==> src/rtl/calc_seg_pkg.sv <==
// Shared constants, digit table and FSM state type for the result-to-segment path.
// Latency: none (package only).
// Backpressure: not applicable.
package calc_seg_pkg;

  localparam logic [7:0] SEG_BLANK = 8'h00;
  localparam logic [7:0] SEG_MINUS = 8'h40;
  localparam logic [7:0] SEG_E     = 8'h79;

  // Segment codes {dp,g,f,e,d,c,b,a}; entry 0 is the rightmost element of the packed array.
  localparam logic [9:0][7:0] DIGIT_CODES = {
    8'h6F, 8'h7F, 8'h07, 8'h7D, 8'h6D, 8'h66, 8'h4F, 8'h5B, 8'h06, 8'h3F
  };

  typedef enum logic [1:0] {
    IDLE,
    CONV,
    ENC
  } state_t;

  // Non-decimal nibbles cannot occur for in-range values; show E if one ever does.
  function automatic logic [7:0] digit_seg(input logic [3:0] d);
    logic [7:0] code;
    code = SEG_E;
    if (d <= 4'd9) code = DIGIT_CODES[d];
    return code;
  endfunction

endpackage

==> src/rtl/bin2bcd_seq.sv <==
// Iterative double-dabble converter: N_ITER-bit magnitude to three BCD nibbles.
// Latency: one step per input bit; bcd is final after N_ITER steps following load.
// Backpressure: none; the caller sequences load and step.
module bin2bcd_seq #(
  parameter int N_ITER = 10
) (
  input  logic              clk,
  input  logic              rst,
  input  logic              load,
  input  logic              step,
  input  logic [N_ITER-1:0] mag,
  output logic [11:0]       bcd
);

  logic [N_ITER-1:0] bin_sr;
  logic [11:0]       bcd_sr;
  logic [11:0]       bcd_adj;

  // Add 3 to every nibble that would reach 10 or more after the next doubling.
  always_comb begin
    bcd_adj = bcd_sr;
    for (int i = 0; i < 3; i++) begin
      if (bcd_sr[i*4 +: 4] >= 4'd5) bcd_adj[i*4 +: 4] = bcd_sr[i*4 +: 4] + 4'd3;
    end
  end

  // Load clears the BCD side; each step shifts the adjusted BCD and binary as one word.
  always_ff @(posedge clk) begin
    if (rst) begin
      bin_sr <= '0;
      bcd_sr <= '0;
    end else if (load) begin
      bin_sr <= mag;
      bcd_sr <= '0;
    end else if (step) begin
      {bcd_sr, bin_sr} <= {bcd_adj, bin_sr} << 1;
    end
  end

  assign bcd = bcd_sr;

endmodule

==> src/rtl/result_seg_encoder.sv <==
// Signed result to three 7-segment digit codes with sign, blanking and overflow (EEE).
// Latency: 11 edges from the accepting start edge to the done pulse; seg holds between conversions.
// Backpressure: start is only sampled in IDLE; requests while busy are dropped, not queued.
module result_seg_encoder
  import calc_seg_pkg::*;
#(
  parameter int W_IN   = 11,
  parameter int N_ITER = 10
) (
  input  logic            clk,
  input  logic            rst,
  input  logic            start,
  input  logic [W_IN-1:0] val,
  output logic            busy,
  output logic            done,
  output logic [23:0]     seg
);

  localparam int CNT_W = (N_ITER > 1) ? $clog2(N_ITER) : 1;
  localparam logic [CNT_W-1:0] CNT_LAST = CNT_W'(N_ITER - 1);
  localparam logic signed [W_IN-1:0] VAL_MAX = W_IN'(999);
  localparam logic signed [W_IN-1:0] VAL_MIN = W_IN'(-99);

  state_t            state;
  logic [CNT_W-1:0]  cnt;
  logic              neg_q;
  logic              oor_q;
  logic              out_of_range;
  logic [N_ITER-1:0] mag_in;
  logic              load;
  logic              step;
  logic [11:0]       bcd;
  logic [23:0]       seg_next;

  // Range flag and magnitude come straight from val; both are captured on the accepting edge.
  always_comb begin
    out_of_range = ($signed(val) > VAL_MAX) || ($signed(val) < VAL_MIN);
    mag_in       = N_ITER'(val[W_IN-1] ? (~val + W_IN'(1)) : val);
  end

  assign load = (state == IDLE) && start;
  assign step = (state == CONV);

  bin2bcd_seq #(
    .N_ITER(N_ITER)
  ) u_bcd (
    .clk (clk),
    .rst (rst),
    .load(load),
    .step(step),
    .mag (mag_in),
    .bcd (bcd)
  );

  // Build the display word: blank leading zeros, place the minus sign, or force EEE.
  always_comb begin
    logic [3:0] h, t, u;
    logic [7:0] d2, d1, d0;
    h  = bcd[11:8];
    t  = bcd[7:4];
    u  = bcd[3:0];
    d0 = digit_seg(u);
    d1 = (h == 4'd0 && t == 4'd0) ? SEG_BLANK : digit_seg(t);
    d2 = (h == 4'd0) ? SEG_BLANK : digit_seg(h);
    if (neg_q) begin
      // Negative in-range values are at most two digits, so h is always zero here.
      if (t != 4'd0) begin
        d2 = SEG_MINUS;
      end else begin
        d2 = SEG_BLANK;
        d1 = SEG_MINUS;
      end
    end
    seg_next = {d2, d1, d0};
    if (oor_q) seg_next = {SEG_E, SEG_E, SEG_E};
  end

  // Control FSM with registered busy/done/seg; seg only changes on the ENC edge or reset.
  always_ff @(posedge clk) begin
    if (rst) begin
      state <= IDLE;
      cnt   <= '0;
      neg_q <= 1'b0;
      oor_q <= 1'b0;
      busy  <= 1'b0;
      done  <= 1'b0;
      seg   <= '0;
    end else begin
      done <= 1'b0;
      case (state)
        IDLE: begin
          if (start) begin
            neg_q <= val[W_IN-1];
            oor_q <= out_of_range;
            cnt   <= '0;
            busy  <= 1'b1;
            state <= CONV;
          end
        end
        CONV: begin
          if (cnt == CNT_LAST) state <= ENC;
          else                 cnt   <= cnt + CNT_W'(1);
        end
        ENC: begin
          seg   <= seg_next;
          done  <= 1'b1;
          busy  <= 1'b0;
          state <= IDLE;
        end
        default: state <= IDLE;
      endcase
    end
  end

endmodule

==> config.mk <==
export PLATFORM = sky130hd
export DESIGN_NAME = result_seg_encoder
export DESIGN_NICKNAME = d
export VERILOG_FILES = /design/src/rtl/calc_seg_pkg.sv /design/src/rtl/bin2bcd_seq.sv /design/src/rtl/result_seg_encoder.sv
export SDC_FILE = /design/constraint.sdc
export NUM_CORES = 1
export LEC_CHECK = 0
export ABC_AREA = 1
export CAP_MARGIN = 20
export CORE_MARGIN = 10
export CORE_UTILIZATION = 50
export DETAILED_ROUTE_END_ITERATION = 10
export GPL_TIMING_DRIVEN = 0
export HOLD_SLACK_MARGIN = 0.03
export PLACE_DENSITY_LB_ADDON = 0.05
export SLEW_MARGIN = 20
export SYNTH_ARGS = -nofsm -noshare
export SYNTH_HDL_FRONTEND = slang
export SYNTH_HIERARCHICAL = 1
export SYNTH_SLANG_ARGS = --single-unit
==> constraint.sdc <==
create_clock -name clk -period 4.2 [get_ports clk]
set_input_delay 0.42 -clock clk [delete_from_list [all_inputs] [get_ports clk]]
set_output_delay 0.42 -clock clk [all_outputs]
set_load 0.005 [all_outputs]
## After elaboration in Yosys (flattened, before gate mapping)

Memories as Yosys holds them, arrays and structs flattened. A register that Yosys moved wholly into a read port is not among the register bits.
Cells that the tools add are included.

| storage, ports and cells | value |
|---|---|
| register bits after elaboration | 56 |
| memory bits (read-only) | 384 |
| input port bits | 14 |
| output and inout port bits | 26 |
| logic and storage cells | 84 |
| memories kept | 3 |

Memory list:

| name | words | bits a word | read ports | clocked after memory_dff | wr ports | RTL line | source |
|---|---|---|---|---|---|---|---|
| (no name shown) | 16 | 8 | 1 | 1 | 0 | calc_seg_pkg.sv:25 | `if (d <= 4'd9) code = DIGIT_CODES[d];` |
| (no name shown) | 16 | 8 | 1 | 1 | 0 | calc_seg_pkg.sv:25 |  |
| (no name shown) | 16 | 8 | 1 | 1 | 0 | calc_seg_pkg.sv:25 |  |

| operators by class | value |
|---|---|
| $add $sub $neg | 5 |
| magnitude comparators | 11 |
| equality and inequality tests | 6 |
| multiplexer cells | 34 |
| bitwise gates (word level) | 1 |
| reduce and logical (&&, ||, !) cells | 15 |

Operators with widths:

| cell | number |
|---|---|
| two-way mux 8 bit | 11 |
| two-way mux 4 bit | 10 |
| two-way mux 10 bit | 3 |
| two-way mux 24 bit | 1 |
| < comparator 4 x 5 -> 1 bit, second input constant | 3 |
| >= comparator 4 x 3 -> 1 bit, second input constant | 3 |
| less-or-equal comparator 4 bit, second input constant | 3 |
| greater-than comparator 11 bit, second input constant | 1 |
| < comparator 11 x 8 -> 1 bit, second input constant | 1 |
| adder 10 x 1 -> 10 bit, second input constant | 1 |
| NOT 10 bit | 1 |
| adder 4 x 2 -> 4 bit, second input constant | 2 |
| zero test 4 bit | 2 |
| case mux 4 bit (2 select lines) | 1 |
| two-way mux 7 bit | 1 |
| AND reduction 2 bit | 3 |
| nonzero test 2 bit | 3 |
| adder 4 x 1 -> 4 bit, second input constant | 1 |
| equality test 4 bit, second input constant | 1 |
| two-way mux 2 bit | 2 |
| inequality test 2 bit, second input constant | 2 |
| case mux 2 bit (2 select lines) | 1 |
| nonzero test 4 bit | 1 |
| adder 3 x 2 -> 3 bit, second input constant | 1 |
| other kinds (11) | 13 |

## Logic depth before layout (Yosys ltp)

| logic depth | value |
|---|---|
| word-level depth | 7 |
| gate-level depth with buffers | 10 |
| depth with buffers taken out | 10 |

## Modules after synthesis

Netlist, hierarchy kept.

By module, submodules not included:

| module | times used | cells an instance | area each (sq um) | sequential area each (sq um) |
|---|---|---|---|---|
| result_seg_encoder | 1 | 293 | 2,049.5 | 620.6 |
| bin2bcd_seq | 1 | 163 | 1,201.2 | 440.4 |

## Least setup slack after synthesis

OpenSTA, ideal clock, no wires.

| timing | value |
|---|---|
| kind | input to register |
| start | input val[0] |
| end | register u_bcd.bin_sr[8] |
| library setup time | 0.118 ns |
| arrival | 1.321 ns |
| data required time | 4.082 ns |
| slack | 2.762 ns |
| cell stages on the path | 9 |
| path buffers | 0 |
| path through | inv_1 ha_1 inv_1 nor2_1 nand3_1 o21ai_0 xnor2_1 o221ai_1 nor2_1 |

| on the way | value |
|---|---|
| cells in the longest elaborated chain, start to end | 4 |

RTL lines:

| what | RTL line | source |
|---|---|---|
| from (decl) | result_seg_encoder.sv:13 | `input logic [W_IN-1:0] val,` |
| NOT 10 bit | result_seg_encoder.sv:38 | `mag_in = N_ITER'(val[W_IN-1] ? (~val + W_IN'(1)) : val);` |
| adder 10 x 1 -> 10 bit | result_seg_encoder.sv:38 |  |
| two-way mux 10 bit | result_seg_encoder.sv:38 |  |
| via mag_in[8] | result_seg_encoder.sv:29 | `logic [N_ITER-1:0] mag_in;` |
| two-way mux 10 bit | bin2bcd_seq.sv:32 | `end else if (load) begin` |
| to (signal assigned) | bin2bcd_seq.sv:33 | `bin_sr <= mag;` |
| to (signal assigned) | bin2bcd_seq.sv:36 | `{bcd_sr, bin_sr} <= {bcd_adj, bin_sr} << 1;` |
| to (decl) | bin2bcd_seq.sv:15 | `logic [N_ITER-1:0] bin_sr;` |

The timed path passes the listed nets, and every way through them passes these cells.
A chain may end at the register's enable or synchronous reset.

## Final worst setup path

Same ends and word-level chain as after synthesis.

==> flow_metrics.env <==
export IMPL_status="completed"
export IMPL_finalWorstPathRequiredPeriod_ns=1.81
export IMPL_initial_core_util_pct=51.2
export IMPL_place_hpwl_mm=5.63
export IMPL_hp_class="register to register"
export IMPL_wire_per_inst_um=12.6
export IMPL_p_int_uw=716
export IMPL_finalSetupViolations=0
export IMPL_power_frac_seq_pct=52.6
export IMPL_synthAdderAreaFrac_pct=11.9
export IMPL_cp_required_ns=4.41
export IMPL_clk_transition_reported_paths_ns=0.10
export IMPL_crit_slowest_cell="clkdlybuf4s50_1"
export IMPL_hold_buffers=0
export IMPL_vias=2946
export IMPL_post_cts_buffers=0
export IMPL_hold_depth=2
export IMPL_yosysWarnings=6
export IMPL_postSynthCellCount=456
export IMPL_drt_iter0_drc=150
export IMPL_io_buffers=36
export IMPL_cellPowerDensity_nw_per_um2=271
export IMPL_drcViolationCount=0
export IMPL_period_share_pct=43.1
export IMPL_grt_usage_pct=14.3
export IMPL_crit_fanout=4
export IMPL_die_w_um=101
export IMPL_synth_compound_area_share_pct=15.6
export IMPL_area_growth_pct=17.2
export IMPL_maxCapViolCount=0
export IMPL_ys_seq_area_share_pct=32.6
export IMPL_synthSimpleGateAreaFrac_pct=27.0
export IMPL_n_fill_cell=622
export IMPL_netlist_area_um2=3250
export IMPL_synthXorXnorAreaFrac_pct=1.89
export IMPL_cts_root_buf="clkbuf_8"
export IMPL_wl_mm=7.28
export IMPL_cts_buffers=5
export IMPL_ir_worst_vdd_mv=0.182
export IMPL_rr_endpoint="seg[11]"
export IMPL_gp_congestion=0.841
export IMPL_die_y_um=101
export IMPL_num_rows=29
export IMPL_synthMuxAreaShare_pct=0
export IMPL_total_power_mw=1.03
export IMPL_hp_start="seg[1]"
export IMPL_mostFrequentLayoutCells="nand2_1 (89), inv_1 (61), dfxtp_1 (53)"
export IMPL_rrSetupSlack_ns=2.61
export IMPL_rr_worst_depth=7
export IMPL_cts_tree="built"
export IMPL_finClkSkew_ns=0.00997
export IMPL_hold_viol_final=0
export IMPL_timing_rr_start="u_bcd/bcd[4]"
export IMPL_core_area_um2=6350
export IMPL_drt_vias_per_instance=5.09
export IMPL_max_freq_ghz=0.552
export IMPL_drtPass1Iterations=5
export IMPL_grt_pass1_vias=2666
export IMPL_drive_gt1_share_pct=8.76
export IMPL_h_tree_depth=2
export IMPL_ioPinCount=40
export IMPL_critical_path_class="primary input to register"
export IMPL_cp_buffers_inverters=3
export IMPL_dieArea_um2=10100
export IMPL_clk_latency_ns=0.31
export IMPL_setup_tns_final_ns=0
export IMPL_cts_sinks=53
export IMPL_syn_area_per_cell_um2=7.13
export IMPL_leakage_nw=1.70
export IMPL_ant_nets=0
export IMPL_final_util_pct=60.0
export IMPL_max_stage_delay_ns=0.49
export IMPL_arrival_ns=2.02
export IMPL_drv_slew=0
export IMPL_cp_start_kind="primary input"
export IMPL_n_antenna_cell=0
export IMPL_cp_cell_sequence="clkdlybuf4s50_1 -> inv_1 -> ha_1 -> inv_1 -> nor2_1 -> nand3_1 -> o21ai_0 -> xnor2_1 -> o221ai_1 -> nor2_1"
export IMPL_critPathCaptureType="register"
export IMPL_fin_nets=546
export IMPL_cts_resized=0
export IMPL_grt_pass1_wl_mm=12.3
export IMPL_path_depth=10
export IMPL_grt_overflow=0
export IMPL_rsz0062_at_grt="false"
export IMPL_ys_seq_elements=53
export IMPL_cp_top_family="buffers and inverters"
export IMPL_sw_frac_of_total_pct=30.7
export IMPL_grt_max_degree=19
export IMPL_clkPwrFrac_pct=29.6
export IMPL_final_common_cell="nand2_1"
export IMPL_min_to="seg[1]"
export IMPL_comb_power_share_pct=17.8
export IMPL_p_sw_uw=317
export IMPL_clk_path_buf_depth=2
export IMPL_synth_top_family_by_area="simple AND/OR/NAND/NOR gates"
export IMPL_ys_types=35
export IMPL_antenna_found_initial=0
## cells by family (layout without fill, tap and decap cells)
family                   after synthesis  after routing
buffers and inverters                 80            124
other                                  1              3
AND/OR/NAND/NOR                      195            195
AO/OA/AOI/OAI                         89             89
adder cells (fa/ha/maj)               31             31
flip-flops                            53             53
XOR/XNOR                               7              7
## metrics by stage
stage          setup slack, ns  hold WS (ns)  cells  cell area, um^2
4_1_cts                   2.40         0.464    579             3810
3_5_place_dp              2.07         0.446    571             3710
3_3_place_gp              2.08         0.439    571             3710
6_report                  2.39         0.459    579             3810
5_1_grt                   2.16         0.492    579             3810
2_1_floorplan             2.76         0.448    458             3260
## worst register-to-register path, cell delays in order, from the launching register on
cell and delay (ns):
dfxtp_1 0.54, inv_1 0.17, ha_1 0.24, nand3_1 0.16
inv_1 0.06, nand2_1 0.11, nor2_1 0.08, nor3_1 0.16
## layout make-up
cell class / count / area, um^2 / share of cell area, %
tap: 77 / 96.3 / 2.53
timing repair buffer: 36 / 360 / 9.46
multi-input combinational: 325 / 1840 / 48.4
sequential: 53 / 1060 / 27.9
inverter: 68 / 260 / 6.83
clock inverter: 3 / 25.0 / 0.657
buffer: 12 / 92.6 / 2.43
clock buffer: 5 / 68.8 / 1.81
## Yosys cell counts (all sizes together)
cell type,count,area (um^2)
nand2,92,358
inv,66,248
dfxtp,53,1060
nor2,48,195
o21ai,44,224
nand3,35,175
a21oi,33,180
ha,31,388
nor3,14,110
buf,10,85.1
o221ai,8,70.1
or2,4,25.0
xor2,4,35.0
xnor2,3,26.3
a31oi,2,12.5
clkbuf,2,7.51
clkinv,2,12.5
a211oi,1,12.5
conb,1,3.75
nand3b,1,7.51
nor4,1,6.26
o211ai,1,7.51
## worst max path at each step
stage / startpoint / to / slack [ns]
2_1_floorplan: val[0] / u_bcd/bin_sr[8] / 2.76
3_3_place_gp: val[0] / u_bcd/bin_sr[8] / 2.08
3_5_place_dp: val[0] / u_bcd/bin_sr[8] / 2.07
4_1_cts: val[0] / u_bcd/bin_sr[8] / 2.40
5_1_grt: val[0] / u_bcd/bin_sr[8] / 2.16
6_report: val[0] / u_bcd/bin_sr[8] / 2.39
## flip-flops by register name, summed over array words and instances, names as in the netlist
name          count
u_bcd/bcd        12
u_bcd/bin_sr     10
state             2
seg              21
done              1
cnt               4
neg_q             1
oor_q             1
busy              1
## power by group through the flow
stage	combinational [mW]	sequential [mW]	clock, mW
final	0.184	0.543	0.306
after global routing	0.211	0.547	0.336
after CTS	0.184	0.543	0.317
after detailed placement	0.183	0.554	0
after global placement	0.181	0.554	0
after floorplan	0.133	0.550	0
## per-layer routing
| layer | GRT usage [%] | vias up | share of wire [%] |
|---|---|---|---|
| met2 | 23.0 | 67 | 44 |
| met1 | 18.9 | 1314 | 49 |
| met3 | 3.43 | 4 | 6.0 |
| li1 | - | 1561 | - |
| met5 | 0 | - | 0 |
| met4 | 3.37 | 0 | 0.49 |
Note: power is estimated with default switching activity, not from simulation.
